### config.mk
export PLATFORM = sky130hd
export DESIGN_NAME = piso_tx
export DESIGN_NICKNAME = d
export VERILOG_FILES = /design/src/rtl/piso_tx.sv
export SDC_FILE = /design/constraint.sdc
export NUM_CORES = 1
export LEC_CHECK = 0
export CAP_MARGIN = 30
export CORE_UTILIZATION = 30
export DETAILED_ROUTE_END_ITERATION = 10
export PLACE_DENSITY = 0.52
export SYNTH_ARGS = -nofsm -noshare
export SYNTH_HDL_FRONTEND = slang
export SYNTH_SLANG_ARGS = --single-unit
### constraint.sdc
create_clock -name clk -period 1.6 [get_ports clk]
set_clock_uncertainty 0.2 [all_clocks]
set_input_delay 0.24 -clock clk [delete_from_list [all_inputs] [get_ports clk]]
set_output_delay 0.24 -clock clk [all_outputs]
set_load 0.03 [all_outputs]
### src/rtl/piso_tx.sv
// Parallel-in/serial-out transmitter with a one-word holding buffer so that
// consecutive words leave the line back-to-back with no idle bit between them.
module piso_tx #(
    parameter int WIDTH     = 8,
    parameter bit SHIFT_DIR = 1'b0
) (
    input  logic             clk,
    input  logic             reset_n,
    input  logic [WIDTH-1:0] load_data,
    input  logic             load_valid,
    output logic             load_ready,
    input  logic             enable,
    output logic             out,
    output logic             out_valid,
    output logic             busy,
    output logic             done
);

    localparam int            CW       = $clog2(WIDTH);
    localparam logic [CW-1:0] LAST_BIT = CW'(WIDTH - 1);
    localparam logic [CW-1:0] CNT_ONE  = CW'(1);

    typedef enum logic {
        IDLE  = 1'b0,
        SHIFT = 1'b1
    } state_t;

    state_t           state, state_nxt;
    logic [WIDTH-1:0] shreg, shreg_nxt;
    logic [CW-1:0]    bit_count, bit_count_nxt;
    logic [WIDTH-1:0] hold, hold_nxt;
    logic             hold_full, hold_full_nxt;
    logic             done_nxt;

    logic             load_fire;
    logic             last_bit;
    logic             bypass;
    logic [WIDTH-1:0] shreg_shifted;

    assign load_fire = load_valid & load_ready;
    assign last_bit  = (bit_count == LAST_BIT);

    // The consumed bit leaves at the output end; zero fill enters the other end.
    assign shreg_shifted = SHIFT_DIR ? {shreg[WIDTH-2:0], 1'b0}
                                     : {1'b0, shreg[WIDTH-1:1]};

    assign load_ready = ~hold_full;
    assign busy       = (state == SHIFT);
    assign out_valid  = busy & enable;
    assign out        = busy & (SHIFT_DIR ? shreg[WIDTH-1] : shreg[0]);

    always_comb begin
        // NOTE: every target gets a default first so no path leaves it unassigned (no latches).
        state_nxt     = state;
        shreg_nxt     = shreg;
        bit_count_nxt = bit_count;
        hold_nxt      = hold;
        hold_full_nxt = hold_full;
        done_nxt      = 1'b0;
        bypass        = 1'b0;

        unique case (state)
            IDLE: begin
                if (load_fire) begin
                    shreg_nxt     = load_data;
                    bit_count_nxt = '0;
                    state_nxt     = SHIFT;
                end
            end

            SHIFT: begin
                if (enable) begin
                    if (!last_bit) begin
                        shreg_nxt     = shreg_shifted;
                        bit_count_nxt = bit_count + CNT_ONE;
                    end else begin
                        done_nxt      = 1'b1;
                        bit_count_nxt = '0;
                        if (hold_full) begin
                            shreg_nxt     = hold;
                            hold_full_nxt = 1'b0;
                        end else if (load_fire) begin
                            shreg_nxt = load_data;
                            bypass    = 1'b1;
                        end else begin
                            shreg_nxt = shreg_shifted;
                            state_nxt = IDLE;
                        end
                    end
                end

                // load_ready is low while hold_full, so this never overwrites a held word.
                if (load_fire && !bypass) begin
                    hold_nxt      = load_data;
                    hold_full_nxt = 1'b1;
                end
            end

            default: state_nxt = IDLE;
        endcase
    end

    // NOTE: sequential state uses non-blocking assignments so all registers update together.
    always_ff @(posedge clk or negedge reset_n) begin
        if (!reset_n) begin
            state     <= IDLE;
            shreg     <= '0;
            bit_count <= '0;
            hold_full <= 1'b0;
            done      <= 1'b0;
        end else begin
            state     <= state_nxt;
            shreg     <= shreg_nxt;
            bit_count <= bit_count_nxt;
            hold_full <= hold_full_nxt;
            done      <= done_nxt;
        end
    end

    // NOTE: hold is pure data qualified by hold_full, so it carries no reset.
    always_ff @(posedge clk) begin
        hold <= hold_nxt;
    end

endmodule

* Word-level counts from Yosys, hierarchy flattened
Index checks and enable logic that the tools add are counted.
Operators by class: add/subtract/negate cells 1, eq/ne operators 3, mux-type cells 25, bitwise gates (word level) 5, reduce and logical (&&, ||, !) cells 7
Operators by type and width (number):
- 8-bit two-way mux | 5
- 8-bit one-hot mux with 2 select lines | 1
- 1-bit two-way mux | 14
- 3-bit two-way mux | 3
- 3-bit one-hot mux with 2 select lines | 1
- 2-bit != test, second input constant | 2
- 2-bit AND reduction | 2
- 2-bit nonzero test | 2
- 3-bit by 1-bit adder with 3-bit output, second input constant | 1
- 1-bit bitwise AND | 3
- 3-bit == test, second input constant | 1
- 3-bit AND reduction | 1
- 1-bit NOT | 2
- 1-bit one-hot mux with 2 select lines | 1
- 1-bit logical AND | 1
- 1-bit logical NOT | 1
Word-level totals: register bits 22

* Longest topological paths before layout
depth in word-level cells 11, gate-level depth with buffers 6, mapped depth without buffers 5

* Worst setup path after synthesis
No wires, ideal clock.
path type register -> register, start register bit_count[0], end register shreg[7], setup time 120 ps, data arrival time 1420 ps, required time 1280 ps, path slack -140 ps, stages on the path, launching flop included 7, path buffers 1, period minus slack after synthesis 1740 ps, path through dfrtp_1 > ha_1 > ha_1 > and2_1 > clkbuf_1 > a21boi_0 > o22a_2
On the way: cells in the longest elaborated chain, start to end 4
RTL lines:
- from (decl) | line 30 | logic [CW-1:0] bit_count, bit_count_nxt;
- from (signal assigned) | line 114 | bit_count <= bit_count_nxt;
- 3-bit == test | line 41 | assign last_bit = (bit_count == LAST_BIT);
- 8-bit two-way mux | line 73 | if (!last_bit) begin
- 8-bit two-way mux | line 72 | if (enable) begin
- 8-bit one-hot mux with 2 select lines | line 62 | unique case (state)
- to (signal assigned) | line 113 | shreg <= shreg_nxt;
- to (decl) | line 29 | logic [WIDTH-1:0] shreg, shreg_nxt;
No other way between the ends. The select of a mux whose other input is x is not followed. A chain may end at the register's enable or synchronous reset.

* Final worst setup path
start register bit_count[1], end register shreg[5]
Same word-level chain as after synthesis.

==> run_results.csv <==
group,metric,value,unit
outcome,status,"complete, but fails checks",
outcome,violations,"setup timing",
logic_synthesis,synthTopCellsByArea,"dfrtp_1 30%, edfxtp_1 21%, mux2_2 6.8%, o211ai_1 4.5%, a22oi_1 3.9%",
grt,grt_pass1_vias,956,
routing,first_iter_violations,34,
setup_path,crit_path_end_kind,"register",
timing,setup_tns,-79.1,ps
power_and_ir_drop,power_density,1630,mW/mm^2
timing,hold_viol_final,0,
clock_tree,cts_tree,"yes",
timing,worst_pin_slew,319,ps
setup_path,worst_path_most_repeated_cell,"buf_6",
logic_synthesis,netlist_top_cells_count,"14 x dfrtp_1, 8 x edfxtp_1",
timing,max_freq,614,MHz
logic_synthesis,seq_area_frac_synth,51.1,%
routing,post_drt_via_cell_ratio,5.00,
clock_tree,numCtsBuffers,3,
floorplanning,die_h,64.1,um
timing,worst_slack,-29.9,ps
timing,rsz0062_at_grt,"true",
floorplanning,dieArea,0.00411,mm^2
place,place_area,0.00148,mm^2
floorplanning,die_x,64.1,um
routing,vias,930,
timing,layout_min_cycle_time,1630,ps
setup_path,startpoint_type,"register",
logic_synthesis,yosysWarningCount,0,
clock_tree,clock_sinks,22,
floorplanning,row_count,22,
clock_tree,root_buffer,"clkbuf_8",
place,dp.cells,176,
setup_path,critPathRequiredTime,1580,ps
grt,antenna_found_initial,0,
logic_synthesis,post-synth-top-area-cell,"dfrtp_1",
timing,slew_headroom,78.7,%
cells_and_area,fin_nets,153,
logic_synthesis,synth_most_common_cell,"dfrtp_1",
setup_path,critPathMaxFanout,6,
routing,ant_nets,0,
clock_tree,cts_hold_buffers,0,
logic_synthesis,synth_fp_nets,114,
clock_tree,cts.clk_slew.worst_paths,80,ps
timing,fin_crit_sh,102,%
setup_path,critPathKind,"reg2reg",
grt,grt_pass1_wl,4840,um
cells_and_area,drive_above_1_share,37.7,%
timing,setup-violations-final,4,
floorplanning,start_util,31.3,%
floorplanning,io_pins,17,
place,place_hpwl,1870,um
power_and_ir_drop,fin_total_pwr,2.65,mW
run,maxCapViolCount,0,
place,dp_slack,-329,ps
clock_tree,clockBufferDepth,2,
logic_synthesis,synth_top_flop_cell,"dfrtp_1",
clock_tree,clk_latency,260,ps
cells_and_area,design_area,0.00163,mm^2
clock_tree,cts_max_level,1,
logic_synthesis,synth_cells,100,
setup_path,crit_path_top_delay_cell,"dfrtp_1",
logic_synthesis,async_flop_share,63.6,%
power_and_ir_drop,ir_drop,0.925,mV
floorplanning,fp.coreArea,0.00369,mm^2
routing,routed_wirelength,2890,um
logic_synthesis,yosysUniqueCellTypes,32,
timing,slew_violations,0,
routing,route.detailed.drc,0,
setup_path,critPathMaxStageDelay,390,ps
logic_synthesis,syn_avg_cell_area,11.6,um^2
hold_path,hp-class,"in2async",
setup_path,cp_cell_sequence,"ha_2 > ha_4 > buf_6 > nor2b_4 > buf_6 > a22oi_1 > a31oi_1",
place,gp_congestion,0.753,
logic_synthesis,synth_top_cell_area_share,30.3,%
cells_and_area,syn_to_final_growth,40.6,%
routing,wl_per_cell,15.5,um
grt,grt_usage,15.7,%
routing,first_pass_iters,4,
grt,grt_max_degree,15,
cells_and_area,instances_no_fill,186,
logic_synthesis,synth-seq-cells,22,
grt,grt_overflow_total,0,
setup_path,cp.arrival,1610,ps
logic_synthesis,synth_edf_count,8,
place,port_buffers,16,
power_and_ir_drop,p_leak,0.677,nW
logic_synthesis,syn-cell-area,0.00116,mm^2
cells_and_area,antennaDiodeCount,0,
==> kinds of logic after synthesis <==
logic type	after synthesis	synth area share [%]
AO/OA/AOI/OAI	29	18.3
buffers and inverters	10	5.30
adder cells (fa/ha/maj)	2	2.16
AND/OR/NAND/NOR	30	16.3
multiplexers	7	6.82
flip-flops	22	51.1
==> placed cells by master (no fill, tap or decap), types with 2 or more instances in the layout <==
master            n
buf_4            22
dfrtp_1          13
clkdlybuf4s50_1  10
edfxtp_1          8
mux2_2            7
o211ai_1          7
nor3_1            7
a31oi_1           7
or2b_1            5
a22oi_1           4
buf_6             4
nand2_1           3
and3_4            3
inv_1             3
nand2b_1          3
clkbuf_8          3
dlygate4sd2_1     3
and2_4            2
a22o_1            2
a22oi_2           2
==> sequential cells by signal (all words and copies together) (netlist names) <==
signal and flops:
bit_count 3, busy 1, done 1, hold 8
hold_full 1, shreg 8
==> cell type report <==
class                   instances  area, um^2
fillers                       368        2060
flip-flops and latches         22         592
multi-input cells              69         566
repair buffers                 40         352
well taps                      48        60.1
clock buffers                   3        41.3
inverters                       3        11.3
clock inverters                 1        3.75
==> routing by layer <==
metal | up-vias | routed length [um] | global-route usage [%]
met2 | 14 | 1430 | 26.6
met4 | 0 | 29 | 4.83
met1 | 456 | 1350 | 19.8
met5 | - | 0 | 0
met3 | 4 | 77 | 3.39
li1 | 456 | - | -
==> metrics by stage <==
step | util, % | hold slack (ps)
2_1_floorplan | - | -256
3_3_place_gp | 40.2 | 298
4_1_cts | 42.9 | 94.8
3_5_place_dp | 40.2 | 297
6_report | 44.1 | 92.3
5_1_grt | 44.1 | 108
==> final timing paths <==
kind / startpoint / endpoint / slack [ps] / cells past startpoint
worst max-delay path: bit_count[1] / shreg[5] / -30 / 7
worst min-delay path: reset_n / shreg[3] / 90 / 2
worst max register to register: bit_count[1] / shreg[5] / -30 / 7
worst min register to register: hold_full / hold_full / 340 / 2
max in group asynchronous: reset_n / busy / 920 / 2
min in group clk: hold_full / hold_full / 340 / 2
==> worst max-delay path, delay by kind of cell (launching register included) <==
kind | cells | cell delay (ps)
AO/OA/AOI/OAI | 2 | 250
adder cells (fa/ha/maj) | 2 | 360
buffers and inverters | 2 | 250
flip-flops | 1 | 390
AND/OR/NAND/NOR | 1 | 100
==> where the power goes <==
part | total (mW) | internal (mW) | switching, mW
clock | 0.343 | 0.171 | 0.172
combinational | 1.39 | 0.710 | 0.681
sequential | 0.913 | 0.787 | 0.127
total | 2.65 | 1.67 | 0.980
==> repair_timing <==
action,CTS,global route
cloned,1,0
endpoints found under the hold margin,0,0
pin swaps,10,11
gates resized for setup,9,8
setup buffers,4,1
setup endpoints to repair,20,21
(Power assumes the default switching activity.)
